`src/rtl/riscv_fetch_unit.sv`:
```
// riscv_fetch_unit: sequential-PC instruction fetch with 1-cycle memory, instruction FIFO and redirect flush
// Ports:
//   clk, reset                    clock and asynchronous active-high reset
//   enable                        global stall; shared with the program memory enable
//   o_read, o_pc                  read strobe and fetch address to program memory
//   i_valid, i_instr              program memory response (1-cycle latency, held while enable=0)
//   i_redirect, i_redirect_pc     branch/jump redirect: flush FIFO, squash in-flight read, refetch
//   o_instr_valid, o_instr,
//   o_instr_pc, i_instr_ready     decode-side valid/ready handshake
// Optional feature: define RISCV_FETCH_BYPASS_EN to forward a response straight to decode
// when the FIFO is empty and decode is ready.
module riscv_fetch_unit #(
    parameter int                    ADDR_WIDTH  = 64,
    parameter int                    INSTR_WIDTH = 32,
    parameter logic [ADDR_WIDTH-1:0] RESET_PC    = '0,
    parameter int                    FIFO_DEPTH  = 4
) (
    input  logic                   clk,
    input  logic                   reset,
    input  logic                   enable,
    output logic                   o_read,
    output logic [ADDR_WIDTH-1:0]  o_pc,
    input  logic                   i_valid,
    input  logic [INSTR_WIDTH-1:0] i_instr,
    input  logic                   i_redirect,
    input  logic [ADDR_WIDTH-1:0]  i_redirect_pc,
    output logic                   o_instr_valid,
    output logic [INSTR_WIDTH-1:0] o_instr,
    output logic [ADDR_WIDTH-1:0]  o_instr_pc,
    input  logic                   i_instr_ready
);
    localparam int                    PW       = $clog2(FIFO_DEPTH);
    localparam logic [ADDR_WIDTH-1:0] PC_MASK  = ~ADDR_WIDTH'(3);
    localparam logic [ADDR_WIDTH-1:0] START_PC = RESET_PC & PC_MASK;
    localparam logic [PW:0]           DEPTH_C  = (PW+1)'(FIFO_DEPTH);

    logic [ADDR_WIDTH-1:0]  pc_r, meta_pc;
    logic                   inflight, kill;
    logic [PW-1:0]          head, tail;
    logic [PW:0]            count;
    logic [INSTR_WIDTH-1:0] instr_mem [FIFO_DEPTH];
    logic [ADDR_WIDTH-1:0]  pc_mem    [FIFO_DEPTH];
    logic                   empty, accept, live, bypass, push, pop;

    always_comb begin
        empty  = count == '0;
        // i_valid is held by the memory during stalls, so only trust it while a read is outstanding
        accept = inflight && i_valid;
        live   = accept && !kill && !i_redirect;
`ifdef RISCV_FETCH_BYPASS_EN
        bypass = live && empty && i_instr_ready;
`else
        bypass = 1'b0;
`endif
        push   = live && !bypass;
        pop    = !empty && i_instr_ready && !i_redirect;
        // credit = stored entries + outstanding read; never issue a second read before the first returns
        o_read = !reset && enable && !i_redirect && (!inflight || accept) &&
                 (count + (PW+1)'(inflight)) < DEPTH_C;
        o_pc          = pc_r;
        o_instr_valid = !empty || bypass;
        o_instr       = !empty ? instr_mem[head] : bypass ? i_instr : '0;
        o_instr_pc    = !empty ? pc_mem[head]    : bypass ? meta_pc : '0;
    end

    always_ff @(posedge clk or posedge reset) begin
        if (reset) begin
            pc_r     <= START_PC;
            meta_pc  <= '0;
            inflight <= 1'b0;
            kill     <= 1'b0;
            head     <= '0;
            tail     <= '0;
            count    <= '0;
        end else begin
            if (i_redirect) begin
                pc_r  <= i_redirect_pc & PC_MASK;
                head  <= '0;
                tail  <= '0;
                count <= '0;
                // a read still outstanding after this cycle belongs to the old path
                kill  <= inflight && !accept;
            end else begin
                if (o_read) pc_r <= pc_r + ADDR_WIDTH'(4);
                head  <= head + PW'(pop);
                tail  <= tail + PW'(push);
                count <= count + (PW+1)'(push) - (PW+1)'(pop);
                if (accept) kill <= 1'b0;
            end
            if (o_read) begin
                meta_pc  <= pc_r;
                inflight <= 1'b1;
            end else if (accept) begin
                inflight <= 1'b0;
            end
        end
    end

    always_ff @(posedge clk) begin
        if (push) begin
            instr_mem[tail] <= i_instr;
            pc_mem[tail]    <= meta_pc;
        end
    end
endmodule

```
`config.mk`:
```
export PLATFORM = sky130hd
export DESIGN_NAME = riscv_fetch_unit
export DESIGN_NICKNAME = d
export VERILOG_FILES = /design/src/rtl/riscv_fetch_unit.sv
export SDC_FILE = /design/constraint.sdc
export NUM_CORES = 1
export LEC_CHECK = 0
export BUFFER_PORTS_ARGS = -buffer_cell sky130_fd_sc_hd__buf_2
export CORE_MARGIN = 10
export CORE_UTILIZATION = 47
export DETAILED_ROUTE_END_ITERATION = 8
export HOLD_SLACK_MARGIN = 0.15
export PLACE_DENSITY = 0.69
export SLEW_MARGIN = 15
export SYNTH_ARGS = -nofsm -noshare
export SYNTH_HDL_FRONTEND = slang
export SYNTH_SLANG_ARGS = --single-unit
export TNS_END_PERCENT = 50
```
`constraint.sdc`:
```
create_clock -name clk -period 14.4 [get_ports clk]
set_input_delay 1.44 -clock clk [delete_from_list [all_inputs] [get_ports clk]]
set_output_delay 1.44 -clock clk [all_outputs]
set_load 0.03 [all_outputs]
```
==> load_flow_metrics.sql, run 1 <==
INSERT INTO impl_metrics (metric_group, metric, value, unit) VALUES
('setup_path', 'cp.arrival', '3.18', 'ns'),
('clock_tree', 'cts_hold_buf', '0', ''),
('power', 'p_comb_share', '22.2', '%'),
('grt', 'vias_in_the_first_global_route', '12487', ''),
('detailed_routing', 'detailroute.via_count', '12287', ''),
('synth', 'async_flop_share', '26.1', '%'),
('cells_and_area', 'post_route_cells_drive_above_1_share', '34.4', '%'),
('setup_path', 'setup.worst_path.class', 'flop to output port', ''),
('floorplanning', 'floorplan.die_area', '0.0530', 'mm2'),
('cells_and_area', 'most-common-layout-cells', '376 x edfxtp_1, 257 x buf_2, 131 x dfrtp_1', ''),
('clock_tree', 'cts.htree.levels', '2', ''),
('grt', 'antenna_found_initial', '1', ''),
('setup_path', 'critical_path.cell_chain', 'buf_4 -> mux4_2 -> and2_1 -> buf_2', ''),
('cells_and_area', 'multiInputGateArea', '0.00585', 'mm2'),
('setup_path', 'timing.critical_path.required', '12.96', 'ns'),
('grt', 'grt_usage', '18.9', '%'),
('floorplanning', 'placeableCoreArea', '0.0434', 'mm2'),
('timing', 'finalMaxSlewViolations', '0', ''),
('outcome', 'status', 'complete, no violations', ''),
('cells_and_area', 'fillerInstances', '3480', ''),
('grt', 'grt_max_degree', '71', ''),
('synth', 'cell_variety_after_synth', '54', ''),
('synth', 'complex_gate_fraction_of_the_synthesized_area', '3.85', '%'),
('placed_design', 'dp_hpwl', '32500', 'um'),
('power', 'peakVddDrop', '97.8', 'uV'),
('timing', 'hold-worst-slack', '0.512', 'ns'),
('synth', 'post_synth_and_or_nand_nor_area_fraction', '8.99', '%'),
('detailed_routing', 'post_drt_wl_per_cell', '24.2', 'um'),
('worst_hold_path', 'min-delay-path-class', 'flop to flop', ''),
('worst_hold_path', 'timing.hold.worst_path_depth', '0', ''),
('clock_tree', 'cts_max_path_buffers', '3', ''),
('setup_path', 'slowest_delay', '0.83', 'ns'),
('synth', 'synth_edf_count', '376', ''),
('floorplanning', 'die_ht', '230', 'um'),
('clock_tree', 'cts_tree', 'built', ''),
('timing', 'summed_negative_setup_slack_over_all_endpoints', '0', 'ns'),
('setup_path', 'critical_path_peak_fanout', '64', ''),
('timing', 'finalWorstPathRequiredPeriod', '4.62', 'ns'),
('setup_path', 'critPathTopFamily', 'buffers and inverters', ''),
('timing', 'achievable_freq', '0.217', 'GHz'),
('detailed_routing', 'routed_wl', '51400', 'um'),
('detailed_routing', 'drtPass1Iterations', '5', ''),
('clock_tree', 'post_cts_buffers', '0', ''),
('power', 'netSwitchingPower', '0.00127', 'W'),
('floorplanning', 'floorplan.initialDensity', '47.9', '%'),
('synth', 'ys_seq_elements', '509', ''),
('timing', 'setup_ws', '9.78', 'ns'),
('setup_path', 'timing.critical_path.buf_inv', '2', ''),
('synth', 'netlist_area', '0.0208', 'mm2'),
('detailed_routing', 'drc', '0', ''),
('timing', 'final.period_utilization', '32.1', '%'),
('grt', 'wire_length_of_the_first_global_routing_pass', '77200', 'um'),
('grt', 'gr-total-overflow', '0', ''),
('floorplanning', 'die_x', '230', 'um'),
('timing', 'worst_slew_margin', '26.3', '%'),
('cells_and_area', 'num_antenna_cells', '0', ''),
('detailed_routing', 'drt_first_iter_violations', '1084', ''),
('timing', 'finalSetupViolations', '0', ''),
('cells_and_area', 'seqCellArea', '0.0146', 'mm2'),
('clock_tree', 'ctsRootBufferMaster', 'clkbuf_16', ''),
('worst_hold_path', 'min_to', 'pc_mem[0][20]', ''),
('synth', 'post_synth_xor_area_fraction', '1.01', '%'),
('setup_path', 'r2r-start', 'o_pc[7]', ''),
('synth', 'ys_seq_area_share', '70.3', '%'),
('setup_path', 'critical-path-slowest-cell', 'buf_4', ''),
('synth', 'main_combinational_cell_family_by_area_after_synthesis', 'multiplexers', ''),
('synth', 'syn_area_per_cell', '16.8', 'um2'),
('placed_design', 'gp_routability_congestion', '0.805', ''),
('timing', 'finalClockSkew', '0.0286', 'ns'),
('detailed_routing', 'via_per_inst', '5.80', ''),
('clock_tree', 'post_cts_resize_count', '0', '');
layer usage:
metal  vias up  GRT usage, %  routed length (um)
li1       5383             -                   -
met1      6390          25.1               21700
met2       440          30.9               25100
met3        72          4.28                3510
met4         2          5.45                1040
met5         -             0                  13
through the flow:
stage	instance area [um2]	power [W]	utilization, %	std cells
floorplan	20800	0.00250	-	1240
global placement	22700	0.00280	52.4	2025
detailed placement	22700	0.00283	52.4	2025
CTS	24400	0.00413	56.2	2120
global route	24400	0.00425	56.2	2120
finish	24400	0.00409	56.2	2120
registers in the layout (all words and copies together), names as in the netlist:
register / cells
kill: 1
instr_mem: 128
tail: 2
head: 2
inflight: 1
pc_mem: 248
o_pc: 62
meta_pc: 62
count: 3
cell families (layout without fill, tap and decap cells):
| group | Yosys count | count (layout) |
|---|---|---|
| compound gates | 119 | 119 |
| xor+xnor | 24 | 24 |
| fa+ha+maj | 6 | 6 |
| buf+inv | 90 | 385 |
| flops | 509 | 509 |
| mux | 158 | 158 |
| other cells | 1 | 4 |
| simple gates | 330 | 330 |
area by class of cell:
class                           instances  share of cell area (%)
Inverter                               13                   0.221
Tap cell                              585                    3.00
Multi-Input combinational cell        641                    24.0
Clock buffer                           66                    5.76
Clock inverter                         29                    1.05
Sequential cell                       509                    60.0
Timing Repair Buffer                  277                    5.90
synth_stat cells (all sizes together), types with 6 or more instances:
library cell,n,area share (%)
xor2,6,0.25
dfrtp,133,16
or3,13,0.39
a31oi,28,0.84
and3,9,0.27
nand4,19,0.67
a211oi,7,0.25
and4,6,0.25
clkbuf,57,1.0
a2111oi,8,0.34
mux2,63,3.4
nand2,59,1.1
nand3,33,0.79
inv,13,0.23
o21ai,30,0.72
and2,95,2.9
nor2,38,0.69
xnor2,18,0.76
mux4,94,10
edfxtp,376,54
buf,20,0.50
nor4,6,0.18
or4,32,1.2
o31ai,19,0.69
o211ai,12,0.43
power by group through the flow:
stage                     combinational [W]  sequential (W)  clock [W]
after detailed placement           0.000918         0.00191          0
after CTS                          0.000922         0.00188    0.00133
after global routing               0.000968         0.00190    0.00139
final                              0.000905         0.00188    0.00130
after floorplan                    0.000602         0.00189          0
after global placement             0.000912         0.00189          0
worst max path at each step:
| stage | startpoint | cells past startpoint | to |
|---|---|---|---|
| after floorplan | i_redirect | 3 | instr_mem[1][0] |
| after global placement | i_redirect | 9 | instr_mem[2][20] |
| after detailed placement | i_redirect | 9 | instr_mem[2][30] |
| after CTS | head[1] | 4 | o_instr_pc[35] |
| after global routing | head[1] | 4 | o_instr_pc[35] |
| final | head[1] | 4 | o_instr_pc[35] |
No activity file was read; power rests on OpenSTA's default activity.
==> run 2: changes to the inputs <==
--- a/config.mk
+++ b/config.mk
@@ -10,7 +10,7 @@
 export CORE_UTILIZATION = 47
 export DETAILED_ROUTE_END_ITERATION = 8
 export HOLD_SLACK_MARGIN = 0.15
-export PLACE_DENSITY = 0.69
+export PLACE_DENSITY = 0.71
 export SLEW_MARGIN = 15
 export SYNTH_ARGS = -nofsm -noshare
 export SYNTH_HDL_FRONTEND = slang
==> constraint.sdc (replaced) <==
create_clock -name clk -period 4.2 [get_ports clk]
set_input_delay 0.42 -clock clk [delete_from_list [all_inputs] [get_ports clk]]
set_output_delay 0.42 -clock clk [all_outputs]
set_load 0.03 [all_outputs]
==> run 2 against run 1 <==
- cell area up 4.7%
- clock skew down 0.012 ns
- sequential power rose to 3.4 times the previous value
- global-route usage up 0.89 points
- hold slack worse by 0.31 ns
- die area unchanged
- non-clock buffer count up 104
- clock power rose to 3.5 times the previous value
- via count up 4.1%
- critical path depth up 2
- flip-flop and latch count unchanged
- largest cell class unchanged
==> load_flow_metrics.sql, run 2 (synthesized netlist as in run 1, its figures left out) <==
INSERT INTO impl_metrics (metric_group, metric, value, unit) VALUES
('detailed_routing', 'routed_wl', '52700', 'um'),
('setup_path', 'end_kind', 'flop', ''),
('clock_tree', 'post_cts_buffers', '0', ''),
('run', 'max_cap_violations', '0', ''),
('setup_path', 'critical-path-slowest-cell', 'or4_1', ''),
('setup_path', 'setup.worst_path.class', 'flop to flop', ''),
('timing', 'finalClockSkew', '0.0164', 'ns'),
('grt', 'grt_usage', '19.8', '%'),
('cells_and_area', 'area_growth', '22.7', '%'),
('timing', 'finalSetupViolations', '0', ''),
('power', 'peakVddDrop', '383', 'uV'),
('setup_path', 'timing.critical_path.required', '4.70', 'ns'),
('clock_tree', 'numClockSinks', '509', ''),
('floorplanning', 'fp-row-count', '76', ''),
('placed_design', 'dp_hpwl', '33200', 'um'),
('setup_path', 'setup.worst_path.start_class', 'flop', ''),
('floorplanning', 'die_ht', '230', 'um'),
('power', 'total_power', '0.0142', 'W'),
('placed_design', 'portBuffers', '257', ''),
('grt', 'gr-total-overflow', '0', ''),
('cells_and_area', 'design_area', '0.0255', 'mm2'),
('cells_and_area', 'most-common-layout-cells', '376 x edfxtp_1, 257 x buf_2, 131 x dfrtp_1', ''),
('timing', 'final.period_utilization', '76.2', '%'),
('clock_tree', 'cts.htree.levels', '2', ''),
('cells_and_area', 'post_route_cells_drive_above_1_share', '33.1', '%'),
('outcome', 'status', 'complete, no violations', ''),
('grt', 'antenna_found_initial', '3', ''),
('timing', 'grt_setup_unrepaired', 'false', ''),
('clock_tree', 'cts_max_path_buffers', '3', ''),
('worst_hold_path', 'min-delay-path-class', 'input port to flop', ''),
('placed_design', 'gp_routability_congestion', '0.796', ''),
('timing', 'finalWorstPathRequiredPeriod', '3.20', 'ns'),
('detailed_routing', 'drc', '0', ''),
('timing', 'summed_negative_setup_slack_over_all_endpoints', '0', 'ns'),
('clock_tree', 'ctsRootBufferMaster', 'clkbuf_16', ''),
('timing', 'worst_slew_pin_slew', '1.23', 'ns'),
('timing', 'finalMaxSlewViolations', '0', ''),
('cells_and_area', 'biggestRegsByFlops', 'pc_mem x248, instr_mem x128', ''),
('timing', 'worst_slew_margin', '18.1', '%'),
('detailed_routing', 'via_per_inst', '5.73', ''),
('floorplanning', 'placeableCoreArea', '0.0434', 'mm2'),
('clock_tree', 'cts_buffers', '52', ''),
('detailed_routing', 'post_drt_wl_per_cell', '23.6', 'um'),
('detailed_routing', 'drt_first_iter_violations', '1080', ''),
('clock_tree', 'clk-insertion-delay-late', '0.59', 'ns'),
('cells_and_area', 'top_register', 'pc_mem', ''),
('setup_path', 'critical_path_peak_fanout', '35', ''),
('clock_tree', 'cts_tree', 'built', ''),
('floorplanning', 'floorplan.die_area', '0.0530', 'mm2'),
('floorplanning', 'die_x', '230', 'um'),
('placed_design', 'placed_area', '0.0228', 'mm2'),
('clock_tree', 'cts_hold_buf', '95', ''),
('detailed_routing', 'drtAntennaViolNets', '0', ''),
('floorplanning', 'io_pins', '264', ''),
('power', 'power.leakage', '9.17', 'nW'),
('floorplanning', 'floorplan.initialDensity', '47.9', '%'),
('clock_tree', 'cts.clk_slew.worst_paths', '0.06', 'ns'),
('power', 'power-per-cell-area', '557', 'mW/mm2'),
('timing', 'final_hold_viol_count', '0', ''),
('grt', 'wire_length_of_the_first_global_routing_pass', '81700', 'um'),
('grt', 'vias_in_the_first_global_route', '13172', ''),
('timing', 'achievable_freq', '0.312', 'GHz'),
('setup_path', 'cp.arrival', '3.70', 'ns'),
('detailed_routing', 'detailroute.via_count', '12789', ''),
('setup_path', 'critical_path.cell_chain', 'ha_1 -> nand4_2 -> or4_4 -> a211o_1 -> or4_1 -> a31oi_1', ''),
('detailed_routing', 'drtPass1Iterations', '5', ''),
('grt', 'grt_max_degree', '87', ''),
('clock_tree', 'post_cts_resize_count', '0', ''),
('setup_path', 'slowest_delay', '0.71', 'ns'),
('cells_and_area', 'layout_commonest_cell', 'edfxtp_1', ''),
('cells_and_area', 'largest_reg_flops', '248', ''),
('cells_and_area', 'layout.nets', '1706', '');
[run 2: cell types whose count changed in the layout (fill, tap and decap cells not counted), moves of 3 or more]
cell | before | now
buf_12 | 0 | 4
buf_4 | 20 | 25
clkbuf_1 | 9 | 12
clkinv_1 | 10 | 4
clkinvlp_4 | 0 | 3
diode_2 | 0 | 3
dlygate4sd3_1 | 0 | 95
[run 2: final cells by class]
cell class | instances | area, um2
Antenna cell | 3 | 7.51
Clock buffer | 71 | 1450
Clock inverter | 27 | 267
Fill cell | 3311 | 17900
Inverter | 13 | 53.8
Multi-Input combinational cell | 641 | 5870
Sequential cell | 509 | 14600
Tap cell | 585 | 732
Timing Repair Buffer | 381 | 2500
[run 2: critical path: cells and delay by family, from the launching register on]
| family | cells | cell delay, ns |
|---|---|---|
| and+or+nand+nor | 3 | 1.49 |
| AOI/OAI and AO/OA | 2 | 0.91 |
| DFF | 1 | 0.44 |
| adders and majority gates | 1 | 0.26 |
[run 2: per-stage QoR]
stage | std cells | util, % | setup slack [ns] | hold WS (ns)
floorplan | 1240 | - | 0.226 | 0.472
global placement | 2034 | 52.7 | 1.17 | 0.483
global route | 2227 | 58.8 | 0.817 | 0.215
detailed placement | 2034 | 52.7 | 1.04 | 0.499
CTS | 2227 | 58.8 | 0.885 | 0.156
finish | 2230 | 58.8 | 0.999 | 0.198
[run 2: worst paths after layout]
path / start / endpoint / slack, ns / depth (start not counted)
max in group asynchronous: reset / meta_pc[3] / 2.68 / 4
min reg2reg: meta_pc[12] / pc_mem[1][12] / 0.51 / 0
min in group asynchronous: reset / meta_pc[16] / 0.61 / 3
max: o_pc[2] / o_pc[40] / 1.0 / 6
max reg2reg: o_pc[2] / o_pc[40] / 1.0 / 6
min: i_redirect_pc[57] / o_pc[57] / 0.20 / 4
[run 2: routing by layer]
layer	up-vias	part of all wire, %	global-route usage, %	wire [um]
li1	5603	-	-	-
met1	6592	42	27.0	21900
met2	502	49	31.8	25700
met3	88	7.8	4.83	4090
met4	4	1.8	4.81	955
met5	-	0.047	0	25
[run 2: power by group]
group / switching [W] / internal (W) / total, W
Combinational: 0.00205 / 0.00111 / 0.00317
Clock: 0.00191 / 0.00269 / 0.00459
Sequential: 0.000441 / 0.00601 / 0.00645
==> run 3: changes to the inputs <==
--- a/config.mk
+++ b/config.mk
@@ -5,12 +5,13 @@
 export SDC_FILE = /design/constraint.sdc
 export NUM_CORES = 1
 export LEC_CHECK = 0
+export ABC_AREA = 1
 export BUFFER_PORTS_ARGS = -buffer_cell sky130_fd_sc_hd__buf_2
 export CORE_MARGIN = 10
 export CORE_UTILIZATION = 47
 export DETAILED_ROUTE_END_ITERATION = 8
 export HOLD_SLACK_MARGIN = 0.15
-export PLACE_DENSITY = 0.71
+export PLACE_DENSITY = 0.69
 export SLEW_MARGIN = 15
 export SYNTH_ARGS = -nofsm -noshare
 export SYNTH_HDL_FRONTEND = slang
==> constraint.sdc (replaced) <==
create_clock -name clk -period 3.2 [get_ports clk]
set_input_delay 0.32 -clock clk [delete_from_list [all_inputs] [get_ports clk]]
set_output_delay 0.32 -clock clk [all_outputs]
set_load 0.03 [all_outputs]
==> run 3 against run 2 <==
- critical path depth shrank 1
- hold slack worse by 0.014 ns
- first-iteration DRC count increased by 21%
- synthesized area grew 5.9%
- clock power increased by 28%
- flip-flop and latch count unchanged
- power grew 39%
- sequential share of layout area fell by 2.4 points
- register-to-register slack gained 0.02 ns
- non-clock buffer count is 2 higher
- clock skew fell by 0.0033 ns
- critical endpoint is now o_instr_pc[35]
- largest power group unchanged
==> load_flow_metrics.sql, run 3 <==
INSERT INTO impl_metrics (metric_group, metric, value, unit) VALUES
('clock_tree', 'cts.clk_slew.worst_paths', '0.06', 'ns'),
('floorplanning', 'io_pins', '264', ''),
('detailed_routing', 'drt_first_iter_violations', '1308', ''),
('synth', 'synthTopCellsByCount', '487 x nor2_1, 388 x nand2_1, 376 x edfxtp_1', ''),
('grt', 'grt_usage', '22.1', '%'),
('clock_tree', 'cts_max_path_buffers', '3', ''),
('clock_tree', 'cts_buffers', '50', ''),
('timing', 'grt_setup_unrepaired', 'false', ''),
('power', 'total_power', '0.0197', 'W'),
('floorplanning', 'die_x', '236', 'um'),
('setup_path', 'cp.arrival', '2.76', 'ns'),
('timing', 'hold-worst-slack', '0.184', 'ns'),
('clock_tree', 'cts.htree.levels', '2', ''),
('setup_path', 'timing.critical_path.required', '2.88', 'ns'),
('timing', 'final_hold_viol_count', '0', ''),
('synth', 'syn_area_per_cell', '9.96', 'um2'),
('setup_path', 'critical_path.cell_chain', 'inv_4 -> buf_12 -> o21ai_0 -> a21oi_1 -> buf_2', ''),
('timing', 'worst_slew_margin', '39.6', '%'),
('power', 'peakVddDrop', '678', 'uV'),
('setup_path', 'rrSetupSlack', '1.02', 'ns'),
('grt', 'vias_in_the_first_global_route', '16533', ''),
('detailed_routing', 'drc', '0', ''),
('detailed_routing', 'routed_wl', '63400', 'um'),
('timing', 'final.period_utilization', '96.3', '%'),
('setup_path', 'critical-path-slowest-cell', 'dfrtp_4', ''),
('cells_and_area', 'most-common-layout-cells', '485 x nor2_1, 387 x nand2_1, 376 x edfxtp_1', ''),
('cells_and_area', 'biggestRegsByFlops', 'pc_mem x248, instr_mem x128', ''),
('cells_and_area', 'layout_commonest_cell', 'nor2_1', ''),
('cells_and_area', 'layout.nets', '2647', ''),
('cells_and_area', 'post-route-util', '57.3', '%'),
('cells_and_area', 'post_route_cells_drive_above_1_share', '15.5', '%'),
('synth', 'most_used_flip_flop_cell_after_synthesis', 'edfxtp_1', ''),
('synth', 'synthCells', '2211', ''),
('clock_tree', 'clk-insertion-delay-late', '0.59', 'ns'),
('cells_and_area', 'instances_no_fill', '3188', ''),
('placed_design', 'dp_hpwl', '40300', 'um'),
('clock_tree', 'post_cts_resize_count', '0', ''),
('timing', 'finalMaxSlewViolations', '0', ''),
('clock_tree', 'cts_tree', 'built', ''),
('grt', 'antenna_found_initial', '2', ''),
('setup_path', 'slowest_delay', '0.73', 'ns'),
('synth', 'synth_edf_count', '376', ''),
('synth', 'synth.top_cell.area_share', '51.3', '%'),
('power', 'swShare', '35.2', '%'),
('power', 'p_int', '0.0128', 'W'),
('power', 'clkPwrFrac', '29.9', '%'),
('power', 'netSwitchingPower', '0.00694', 'W'),
('clock_tree', 'ctsRootBufferMaster', 'clkbuf_16', ''),
('setup_path', 'end_kind', 'output port', ''),
('timing', 'finalWorstPathRequiredPeriod', '3.08', 'ns'),
('synth', 'synth_top_cell_by_area', 'edfxtp_1', ''),
('synth', 'ys_seq_area_share', '66.4', '%'),
('synth', 'cell_with_the_most_instances_after_synthesis', 'nor2_1', ''),
('cells_and_area', 'largest_reg_flops', '248', ''),
('grt', 'grt_max_degree', '134', ''),
('clock_tree', 'cts_hold_buf', '97', ''),
('cells_and_area', 'area_growth', '21.0', '%'),
('floorplanning', 'floorplan.initialDensity', '47.4', '%'),
('grt', 'gr-total-overflow', '0', ''),
('run', 'max_cap_violations', '0', ''),
('detailed_routing', 'detailroute.via_count', '17026', ''),
('synth', 'ys_seq_elements', '509', ''),
('placed_design', 'place_inst', '2997', ''),
('worst_hold_path', 'min-delay-path-class', 'input port to flop', ''),
('synth', 'netlist_area', '0.0220', 'mm2'),
('setup_path', 'setup.worst_path.class', 'flop to output port', ''),
('setup_path', 'setup.worst_path.start_class', 'flop', ''),
('floorplanning', 'floorplan.die_area', '0.0559', 'mm2'),
('timing', 'finalClockSkew', '0.0131', 'ns'),
('outcome', 'status', 'complete, no violations', ''),
('grt', 'wire_length_of_the_first_global_routing_pass', '96900', 'um'),
('floorplanning', 'fp-row-count', '79', ''),
('detailed_routing', 'drtAntennaViolNets', '0', ''),
('timing', 'summed_negative_setup_slack_over_all_endpoints', '0', 'ns'),
('setup_path', 'critical_path_peak_fanout', '120', ''),
('placed_design', 'portBuffers', '257', ''),
('power', 'power.share.sequential', '44.6', '%'),
('detailed_routing', 'post_drt_wl_per_cell', '19.9', 'um'),
('detailed_routing', 'via_per_inst', '5.34', ''),
('clock_tree', 'post_cts_buffers', '0', ''),
('clock_tree', 'numClockSinks', '509', ''),
('power', 'power.leakage', '10.9', 'nW'),
('power', 'power-per-cell-area', '741', 'mW/mm2'),
('timing', 'finalSetupViolations', '0', ''),
('synth', 'cell_variety_after_synth', '32', ''),
('timing', 'worst_slew_pin_slew', '0.906', 'ns'),
('cells_and_area', 'top_register', 'pc_mem', ''),
('synth', 'async_flop_share', '26.1', '%'),
('timing', 'achievable_freq', '0.324', 'GHz'),
('floorplanning', 'placeableCoreArea', '0.0465', 'mm2'),
('synth', 'synth.area.top_cells', 'edfxtp_1 51%, dfrtp_1 15%, nor2_1 8.3%, nand2_1 6.6%, o21ai_0 6.5%', ''),
('placed_design', 'gp_routability_congestion', '0.961', ''),
('power', 'p_comb_share', '25.5', '%'),
('synth', 'synth-warning-count', '0', ''),
('floorplanning', 'die_ht', '236', 'um'),
('detailed_routing', 'drtPass1Iterations', '7', '');
==> run 3: power by group through the flow <==
stage          registers [W]  clock network (W)  logic, W
6_report             0.00880            0.00589   0.00503
2_1_floorplan        0.00882                  0   0.00309
5_1_grt              0.00890            0.00625   0.00543
4_1_cts              0.00880            0.00600   0.00511
3_3_place_gp         0.00886                  0   0.00493
3_5_place_dp         0.00893                  0   0.00499
==> run 3: cell families (layout without fill, tap and decap cells) <==
group / count (synthesis) / count (layout) / synth area share, %
xor+xnor: 12 / 12 / 0.477
simple gates: 992 / 992 / 17.9
other cells: 1 / 6 / 0.0170
flops: 509 / 509 / 66.4
compound gates: 425 / 425 / 9.88
buf+inv: 266 / 631 / 4.98
fa+ha+maj: 6 / 6 / 0.375
==> run 3: per-layer routing <==
layer | routed length, um | vias to the layer above | GRT usage [%]
li1 | - | 8056 | -
met1 | 27500 | 8263 | 29.7
met2 | 30400 | 613 | 36.4
met3 | 4030 | 94 | 3.84
met4 | 1480 | 0 | 5.89
met5 | 0 | - | 0
==> run 3: final timing paths <==
check	end	cells past startpoint	start
worst max-delay path	o_instr_pc[35]	5	head[0]
worst min-delay path	o_pc[23]	5	enable
worst min register to register	pc_mem[3][46]	0	meta_pc[46]
min in group asynchronous	o_pc[12]	4	reset
max in group asynchronous	head[1]	4	reset
worst max register to register	o_pc[7]	8	inflight
==> run 3: area by class of cell <==
class	count	area, um2
well taps	607	759
repair buffers	383	2610
diodes	2	5.00
multi-input cells	1439	6390
fillers	3893	19800
clock buffers	64	1380
flip-flops and latches	509	14600
clock inverters	28	278
inverters	156	594
==> run 3: critical path, delay by kind of cell (launching register included) <==
kind	cells	cell delay, ns
flip-flops	1	0.73
buffers and inverters	3	0.81
AO/OA/AOI/OAI	2	0.55
==> run 3: through the flow <==
stage / area [um2] / setup slack [ns]
2_1_floorplan: 22100 / -0.161
4_1_cts: 26600 / 0.0664
6_report: 26600 / 0.117
3_5_place_dp: 24000 / 0.716
3_3_place_gp: 24000 / 0.766
5_1_grt: 26600 / 0.00373
